<file path="src/rtl/sample_window_buffer_pkg.sv">
// Shared constants and FSM state type for the six-tap sample window buffer.
package sample_win_pkg;
  localparam int NTAP   = 6;
  localparam int FILL_W = 3;
  localparam int DEC_W  = 4;
  localparam int DW_DEF = 8;

  typedef enum logic {ST_FILL, ST_FULL} state_e;
endpackage

</file>
<file path="src/rtl/sample_window_buffer_win_shift_reg.sv">
// NTAP-deep, DW-wide shift register: taps[0] oldest, taps[NTAP-1] newest.
module win_shift_reg
  import sample_win_pkg::*;
#(
  parameter int DW = DW_DEF
) (
  input  logic                     clk,
  input  logic                     clr,
  input  logic                     en,
  input  logic [DW-1:0]            din,
  output logic [NTAP-1:0][DW-1:0]  taps
);
  logic [NTAP-1:0][DW-1:0] nxt;

  assign nxt = {din, taps[NTAP-1:1]};

  always_ff @(posedge clk) begin
    if (clr)     taps <= '0;
    else if (en) taps <= nxt;
  end
endmodule

</file>
<file path="src/rtl/sample_window_buffer.sv">
// Sliding six-sample window with valid/ready output, decimation and flush.
// Optional OVERRUN_DETECT_EN builds the sticky overrun flag; otherwise it is tied to 0.
module sample_window_buffer
  import sample_win_pkg::*;
#(
  parameter int DW    = DW_DEF,
  parameter int DECIM = 1
) (
  input  logic          clk,
  input  logic          rst_n,
  input  logic [DW-1:0] s_data,
  input  logic          s_valid,
  output logic          s_ready,
  input  logic          flush,
  output logic          win_valid,
  input  logic          win_ready,
  output logic [DW-1:0] ad0,
  output logic [DW-1:0] ad1,
  output logic [DW-1:0] ad2,
  output logic [DW-1:0] ad3,
  output logic [DW-1:0] ad4,
  output logic [DW-1:0] ad5,
  output logic          overrun
);
  localparam logic [DEC_W-1:0]  DEC_LAST  = DEC_W'(DECIM - 1);
  localparam logic [FILL_W-1:0] FILL_LAST = FILL_W'(NTAP - 1);
  localparam logic [FILL_W-1:0] FILL_MAX  = FILL_W'(NTAP);

  state_e              state_q, state_d;
  logic [FILL_W-1:0]   fill_q, fill_d;
  logic [DEC_W-1:0]    dec_q, dec_d;
  logic                wv_q, wv_d;
  logic                accept, pop, win_done;
  logic [NTAP-1:0][DW-1:0] taps;

  assign s_ready   = rst_n & (~wv_q | win_ready);
  assign accept    = s_valid & s_ready;
  assign pop       = wv_q & win_ready;
  assign win_valid = wv_q;

  always_comb begin
    state_d  = state_q;
    fill_d   = fill_q;
    dec_d    = dec_q;
    win_done = 1'b0;
    case (state_q)
      ST_FILL: if (accept) begin
        if (fill_q == FILL_LAST) begin
          state_d  = ST_FULL;
          fill_d   = FILL_MAX;
          dec_d    = '0;
          win_done = 1'b1;
        end else begin
          fill_d = fill_q + 1'b1;
        end
      end
      ST_FULL: if (accept) begin
        if (dec_q == DEC_LAST) begin
          dec_d    = '0;
          win_done = 1'b1;
        end else begin
          dec_d = dec_q + 1'b1;
        end
      end
      default: state_d = ST_FILL;
    endcase
    // A completing accept wins over a pop so back-to-back windows have no bubble
    if (win_done)  wv_d = 1'b1;
    else if (pop)  wv_d = 1'b0;
    else           wv_d = wv_q;
    if (flush) begin
      state_d = ST_FILL;
      fill_d  = '0;
      dec_d   = '0;
      wv_d    = 1'b0;
    end
  end

  always_ff @(posedge clk) begin
    if (!rst_n) begin
      state_q <= ST_FILL;
      fill_q  <= '0;
      dec_q   <= '0;
      wv_q    <= 1'b0;
    end else begin
      state_q <= state_d;
      fill_q  <= fill_d;
      dec_q   <= dec_d;
      wv_q    <= wv_d;
    end
  end

  // flush drops a coincident sample: it clears instead of shifting
  win_shift_reg #(.DW(DW)) u_shift (
    .clk  (clk),
    .clr  (~rst_n | flush),
    .en   (accept & ~flush),
    .din  (s_data),
    .taps (taps)
  );

  assign ad0 = taps[0];
  assign ad1 = taps[1];
  assign ad2 = taps[2];
  assign ad3 = taps[3];
  assign ad4 = taps[4];
  assign ad5 = taps[5];

`ifdef OVERRUN_DETECT_EN
  logic ov_q;
  always_ff @(posedge clk) begin
    if (!rst_n || flush)        ov_q <= 1'b0;
    else if (s_valid & ~s_ready) ov_q <= 1'b1;
  end
  assign overrun = ov_q;
`else
  assign overrun = 1'b0;
`endif
endmodule

</file>
<file path="config.mk">
export PLATFORM = sky130hd
export DESIGN_NAME = sample_window_buffer
export DESIGN_NICKNAME = d
export VERILOG_FILES = /design/src/rtl/sample_window_buffer_pkg.sv /design/src/rtl/sample_window_buffer_win_shift_reg.sv /design/src/rtl/sample_window_buffer.sv
export SDC_FILE = /design/constraint.sdc
export NUM_CORES = 1
export LEC_CHECK = 0
export ABC_CLOCK_PERIOD_IN_PS = 1520
export CAP_MARGIN = 20
export CORE_MARGIN = 3
export CORE_UTILIZATION = 50
export CTS_BUF_LIST = sky130_fd_sc_hd__clkbuf_8
export CTS_CLUSTER_SIZE = 28
export DETAILED_ROUTE_END_ITERATION = 8
export DONT_BUFFER_PORTS = 1
export PLACE_DENSITY_LB_ADDON = 0.2
export SLEW_MARGIN = 40
export SYNTH_ARGS = -nofsm -noshare
export SYNTH_HDL_FRONTEND = slang
export SYNTH_HIERARCHICAL = 1
export SYNTH_SLANG_ARGS = --single-unit
export TNS_END_PERCENT = 100
</file>
<file path="constraint.sdc">
create_clock -name clk -period 1.52 [get_ports clk]
set_input_delay 0.38 -clock clk [delete_from_list [all_inputs] [get_ports clk]]
set_output_delay 0.38 -clock clk [all_outputs]
set_load 0.01 [all_outputs]
</file>
==> results of run 1 <==
-- power by group --
| part | total [mW] | switching (mW) | leakage (nW) | internal, mW |
|---|---|---|---|---|
| Clock | 1.43 | 0.556 | 0.115 | 0.876 |
| Combinational | 0.109 | 0.0658 | 0.294 | 0.0428 |
| Sequential | 1.51 | 0.00632 | 0.460 | 1.50 |
-- cell families after synthesis --
family | count (synthesis) | synth area share
adders and majority gates | 4 | 0.0224
buffers and inverters | 18 | 0.0632
AOI/OAI and AO/OA | 13 | 0.0381
and+or+nand+nor | 72 | 0.145
muxes | 49 | 0.219
DFF | 57 | 0.510
other | 1 | 0.00168
-- cell type report --
class	instances	area, um^2	area share
Sequential cell	57	1140	0.463
Clock buffer	12	165	0.0670
Inverter	5	18.8	0.00761
Clock inverter	4	42.5	0.0173
Tap cell	50	62.6	0.0254
Timing Repair Buffer	4	67.6	0.0274
Multi-Input combinational cell	139	967	0.392
-- per-layer routing --
layer,share of wire,vias up
met2,0.47,59
li1,-,722
met1,0.42,716
met5,0,-
met4,0.0034,0
met3,0.11,4
-- cells in the final DEF (no fill, tap or decap), types with 2 or more instances in the layout --
cell type and instances:
nor2_1 53, inv_1 6, a21oi_1 5, clkbuf_8 12, nand2_1 4, o22ai_1 2
nand3_1 3, mux2i_1 49, ha_1 3, dfxtp_1 56, or3_1 2
-- how the worst min path moves through the flow --
stage	startpoint	end	cells after the start
after floorplan	dec_q[3]	dec_q[3]	2
after global placement	dec_q[3]	dec_q[3]	2
after detailed placement	dec_q[3]	dec_q[3]	2
after CTS	s_data[0]	u_shift/taps[40]	2
after global routing	s_data[4]	u_shift/taps[44]	2
final	s_data[0]	u_shift/taps[40]	2
-- cells in the mapped netlist, types with 2 or more instances --
cell,instances,share of area
nor2_1,53,0.089
nor3_1,2,0.0045
clkbuf_1,3,0.0050
buf_2,2,0.0045
dfxtp_1,57,0.51
inv_1,4,0.0067
nand3_1,3,0.0067
or3_1,2,0.0056
nand2_1,4,0.0067
o22ai_1,2,0.0056
mux2i_1,49,0.22
ha_1,4,0.022
a21oi_1,5,0.011
buf_4,4,0.013
buf_12,3,0.027
-- metrics by stage --
step,setup slack (ns),instances,hold slack [ns],instance area (um^2),util
4_1_cts,0.0435,270,0.178,2440,0.588
2_1_floorplan,0.114,214,0.455,2240,-
3_3_place_gp,0.108,254,0.464,2230,0.538
6_report,0.0724,271,0.198,2470,0.595
3_5_place_dp,0.0401,254,0.484,2230,0.538
5_1_grt,0.00273,271,0.190,2470,0.595
-- sequential cells by signal, indices dropped and copies added, names as in the netlist --
name	count
dec_q	4
fill_q	3
state_q	1
u_shift/taps	48
win_valid	1
-- critical path: cells and delay by family, from the launching register on --
family,cells,cell delay (ns)
simple gates,2,0.27
buf+inv,1,0.13
flops,1,0.33
==> metrics.txt, run 1 <==
status finished clean; I/O Pins 64; Top FF cell, synth dfxtp_1; post-DR vias/cell 5.54; GR Util All Layers 0.167; vias in the first global route 1433; Min Clock Period, post-route approximately 1.4 ns; DR WL/cell around 16 um; final cycle utilization of the critical path 0.952; Initial DRT Pass Iterations 4; first-pass GRT wire length 6640 um; Die Wd 72.9 um; crit path DAT 1.07 ns; CP Capture Point s_ready; Buffers on Ports 0; Setup TNS 0 ns; VDD IR-drop max 0.643 mV; Post-DRT Antenna Nets 0; Post-synth EDFFs 0; clk_skew 0.00843 ns; RSZ-0062 raised after global routing false; busiest grt layer met2; fin nets roughly 230; overall power 3.05 mW; Power Dens Cells about 1200 nW/um^2; Worst R2R End u_shift/taps[5]; launch point of the worst reg-to-reg path win_valid; die area 5310 um^2; r2r worst-path depth 5; Initial Utilization 0.540; Synth Net Count 231; total number of vias 1501; maximum number of pins on one net before global-route repair 54; CTS tree done; Rows 23; Yosys cell types 32; clk slew on worst S/H paths approximately 0.07 ns; max-cap viol count 0; Hold/Removal Path Class input port to flop; post-synthesis sequential area ratio 0.510; ys async rst share 0; gpl congestion 0.758; post-synthesis register bit count 57; HPWL Detailed ~3000 um; Starting DRT DRC Count 39; Global Route met3 Usage 0.117; worst path cell trace buf_4 -> nand2b_1 -> and2_1; kind of critical path flop to output port; CP startpoint win_valid; maximum clock frequency 691 MHz; CP peak stage delay 0.33 ns; cts hold-fix bufs 0; count of pins over their slew limit 0; Setup crit start kind flop; H-tree levels 3; Die H 72.9 um; Max FO, Critical Path 2; Max clock buf depth 2; Area growth, synth to finish 10.3%; DR DRC count 0; Crit path required time 1.14 ns; Clock Sink Count 57; Yosys Warn Count 6; Post-Syn Instances approximately 210; mapped cell area 2240 um^2; Clk Latency, worst-skew pair 0.34 ns; initial antenna violation count 0; Fill cells 361; Resize count post-CTS 0; met2 Track Usage GR 0.262; met1 Use GR 0.179; Worst setup EP type output port; CTS buffer count 9; core area 4140 um^2; syn avg cell area 10.4 um^2; Hold Fails Final Rpt 0; postcts setup bufs 0; root buffer cell clkbuf_8; # setup viols final 0; ant diodes 0; Leak 0.868 nW; R2R Setup Slk 0.09 ns; layout cell share with drive strength beyond 1 0.122; Total Wirelength about 4400 um; GRT overflow 0; CP max-delay cell dfxtp_1
No activity file was read; power rests on OpenSTA's default activity.
==> inputs of run 2 (changes only) <==
--- a/config.mk
+++ b/config.mk
@@ -14,6 +14,7 @@
 export DETAILED_ROUTE_END_ITERATION = 8
 export DONT_BUFFER_PORTS = 1
 export PLACE_DENSITY_LB_ADDON = 0.2
+export REMOVE_ABC_BUFFERS = 1
 export SLEW_MARGIN = 40
 export SYNTH_ARGS = -nofsm -noshare
 export SYNTH_HDL_FRONTEND = slang
==> run 2 against run 1 <==
Final cell count rose by 0.37%. Combinational power fell by 4%. Utilization rose by 0.66 points. Count of clock-buffer cells in the layout fell by 2. Clock power rose by 17%. Critical path depth did not move. Via count fell by 2.6%. Die area did not move. Critical path type unchanged.
==> metrics.txt, run 2 (same netlist as run 1, synthesis figures left out) <==
clk slew on worst S/H paths 0.06 ns (was 0.07 ns); I/O Pins 64 (unchanged); Min Clock Period, post-route 1.44 ns (was 1.45 ns); fin nets 234 (was 233); Largest regs u_shift/taps (48), dec_q (4), fill_q (3) (unchanged); Biggest register u_shift/taps (unchanged); most frequent cells in the layout dfxtp_1, nor2_1, mux2i_1 (unchanged); Clock Sink Count 57 (unchanged); final setup margin 0.0800 ns (was 0.0724 ns); crit path DAT 1.06 ns (was 1.07 ns); Buffers on Ports 0 (unchanged); GRT overflow 0 (unchanged); Max FO, Critical Path 2 (unchanged); Hold Fails Final Rpt 0 (unchanged); Fill cells 367 (was 361); initial antenna violation count 0 (unchanged); CTS tree done (unchanged); final cycle utilization of the critical path 0.947 (was 0.952); Leak 0.877 nW (was 0.868 nW); DR DRC count 0 (unchanged); Hold/Removal Path Class input port to flop (unchanged); post-route insts no fill 272 (was 271); first-pass GRT wire length 6300 um (was 6640 um); Power Dens Cells 1320 nW/um^2 (was 1240 nW/um^2); Starting DRT DRC Count 46 (was 39); Reg area 1140 um^2 (about the same); Initial DRT Pass Iterations 4 (unchanged); clk_skew 0.00623 ns (was 0.00843 ns); kind of critical path flop to output port (unchanged); vias in the first global route 1451 (was 1433); Finished Core Util 0.602 (was 0.595); Hold Path End u_shift/taps[45] (was u_shift/taps[40]); pre-CTS WS 0.0535 ns (was 0.0401 ns); maximum clock frequency 694 MHz (was 691 MHz); worst path cell trace buf_4 -> nand2b_1 -> and2_1 (unchanged); # setup viols final 0 (unchanged); postcts setup bufs 0 (unchanged); Total Wirelength 4070 um (was 4420 um); status finished clean (unchanged); total number of vias 1462 (was 1501); CP max-delay cell dfxtp_1 (unchanged); commonest non-fill, non-tap cell in the layout dfxtp_1 (unchanged); CP peak stage delay 0.34 ns (was 0.33 ns); Clk Latency, worst-skew pair 0.32 ns (was 0.34 ns); RSZ-0062 raised after global routing false (unchanged); Multi-input gate area 965 um^2 (was 967 um^2); core area 4140 um^2 (unchanged); max FFs per register 48 (unchanged); Die H 72.9 um (unchanged); placed cell count 255 (was 254); Max clock buf depth 2 (unchanged); HPWL Detailed 2690 um (was 2910 um); post-DR vias/cell 5.38 (was 5.54); Rows 23 (unchanged); VDD IR-drop max 0.920 mV (was 0.643 mV); R2R Setup Slk 0.10 ns (was 0.09 ns); count of pins over their slew limit 0 (unchanged); Worst setup EP type output port (unchanged); Worst R2R End dec_q[2] (was u_shift/taps[5]); die area 5310 um^2 (unchanged); Setup crit start kind flop (unchanged); Post-DRT Antenna Nets 0 (unchanged); maximum number of pins on one net before global-route repair 49 (was 54); Resize count post-CTS 0 (unchanged); max-cap viol count 0 (unchanged); Die Wd 72.9 um (unchanged); GR Util All Layers 0.153 (was 0.167); Hold Startpoint s_data[5] (was s_data[0]); launch point of the worst reg-to-reg path fill_q[0] (was win_valid); Area growth, synth to finish 11.5% (was 10.3%); Initial Utilization 0.540 (unchanged); H-tree levels 3 (unchanged); Hold Path Stages 2 (unchanged); gpl congestion 0.779 (was 0.758); DR WL/cell 15.0 um (was 16.3 um); r2r worst-path depth 5 (unchanged); CTS buffer count 9 (unchanged); cell family with most CP delay flip-flops (unchanged); cts hold-fix bufs 0 (unchanged); ant diodes 0 (unchanged); layout cell share with drive strength beyond 1 0.122 (about the same); Crit path buffers/inverters 1 (unchanged); Crit path required time 1.14 ns (about the same); root buffer cell clkbuf_8 (unchanged)
-- run 2: final cells by class --
cell class / instances / area share
inverter: 5 / 0.00753
multi-input combinational: 139 / 0.387
tap: 50 / 0.0251
sequential: 57 / 0.458
timing repair buffer: 5 / 0.0251
clock inverter: 6 / 0.0426
clock buffer: 10 / 0.0552
-- run 2: layer usage --
metal  GRT usage  share of wire  vias up
met1       0.174           0.43      683
met4      0.0738         0.0086        0
li1            -              -      727
met5           0              0        -
met2       0.239           0.46       48
met3      0.0758          0.095        4
-- run 2: power by group --
part / total [mW] / internal, mW / switching, mW
registers: 1.50 / 1.50 / 0.00589
logic: 0.105 / 0.0406 / 0.0643
clock network: 1.68 / 1.12 / 0.557
total: 3.29 / 2.66 / 0.627
-- run 2: stage by stage --
step	power [mW]	TNS [ns]	hold WS (ns)	instance area [um^2]
finish	3.29	0	0.218	2490
global route	3.40	0	0.221	2490
CTS	3.32	0	0.202	2470
detailed placement	1.64	0	0.514	2220
global placement	1.63	0	0.463	2220
floorplan	1.63	-204.00	0.455	2110
-- run 2: worst max-delay path by stage --
stage                     startpoint                to  slack (ns)  cells after the start
final                      win_valid           s_ready        0.08                      3
after CTS                  win_valid           s_ready        0.05                      3
after global routing       fill_q[0]          dec_q[2]       0.005                      5
after global placement       s_valid  u_shift/taps[18]        0.10                      5
after detailed placement     s_valid   u_shift/taps[6]        0.05                      5
after floorplan                flush   u_shift/taps[0]       -4.25                      3
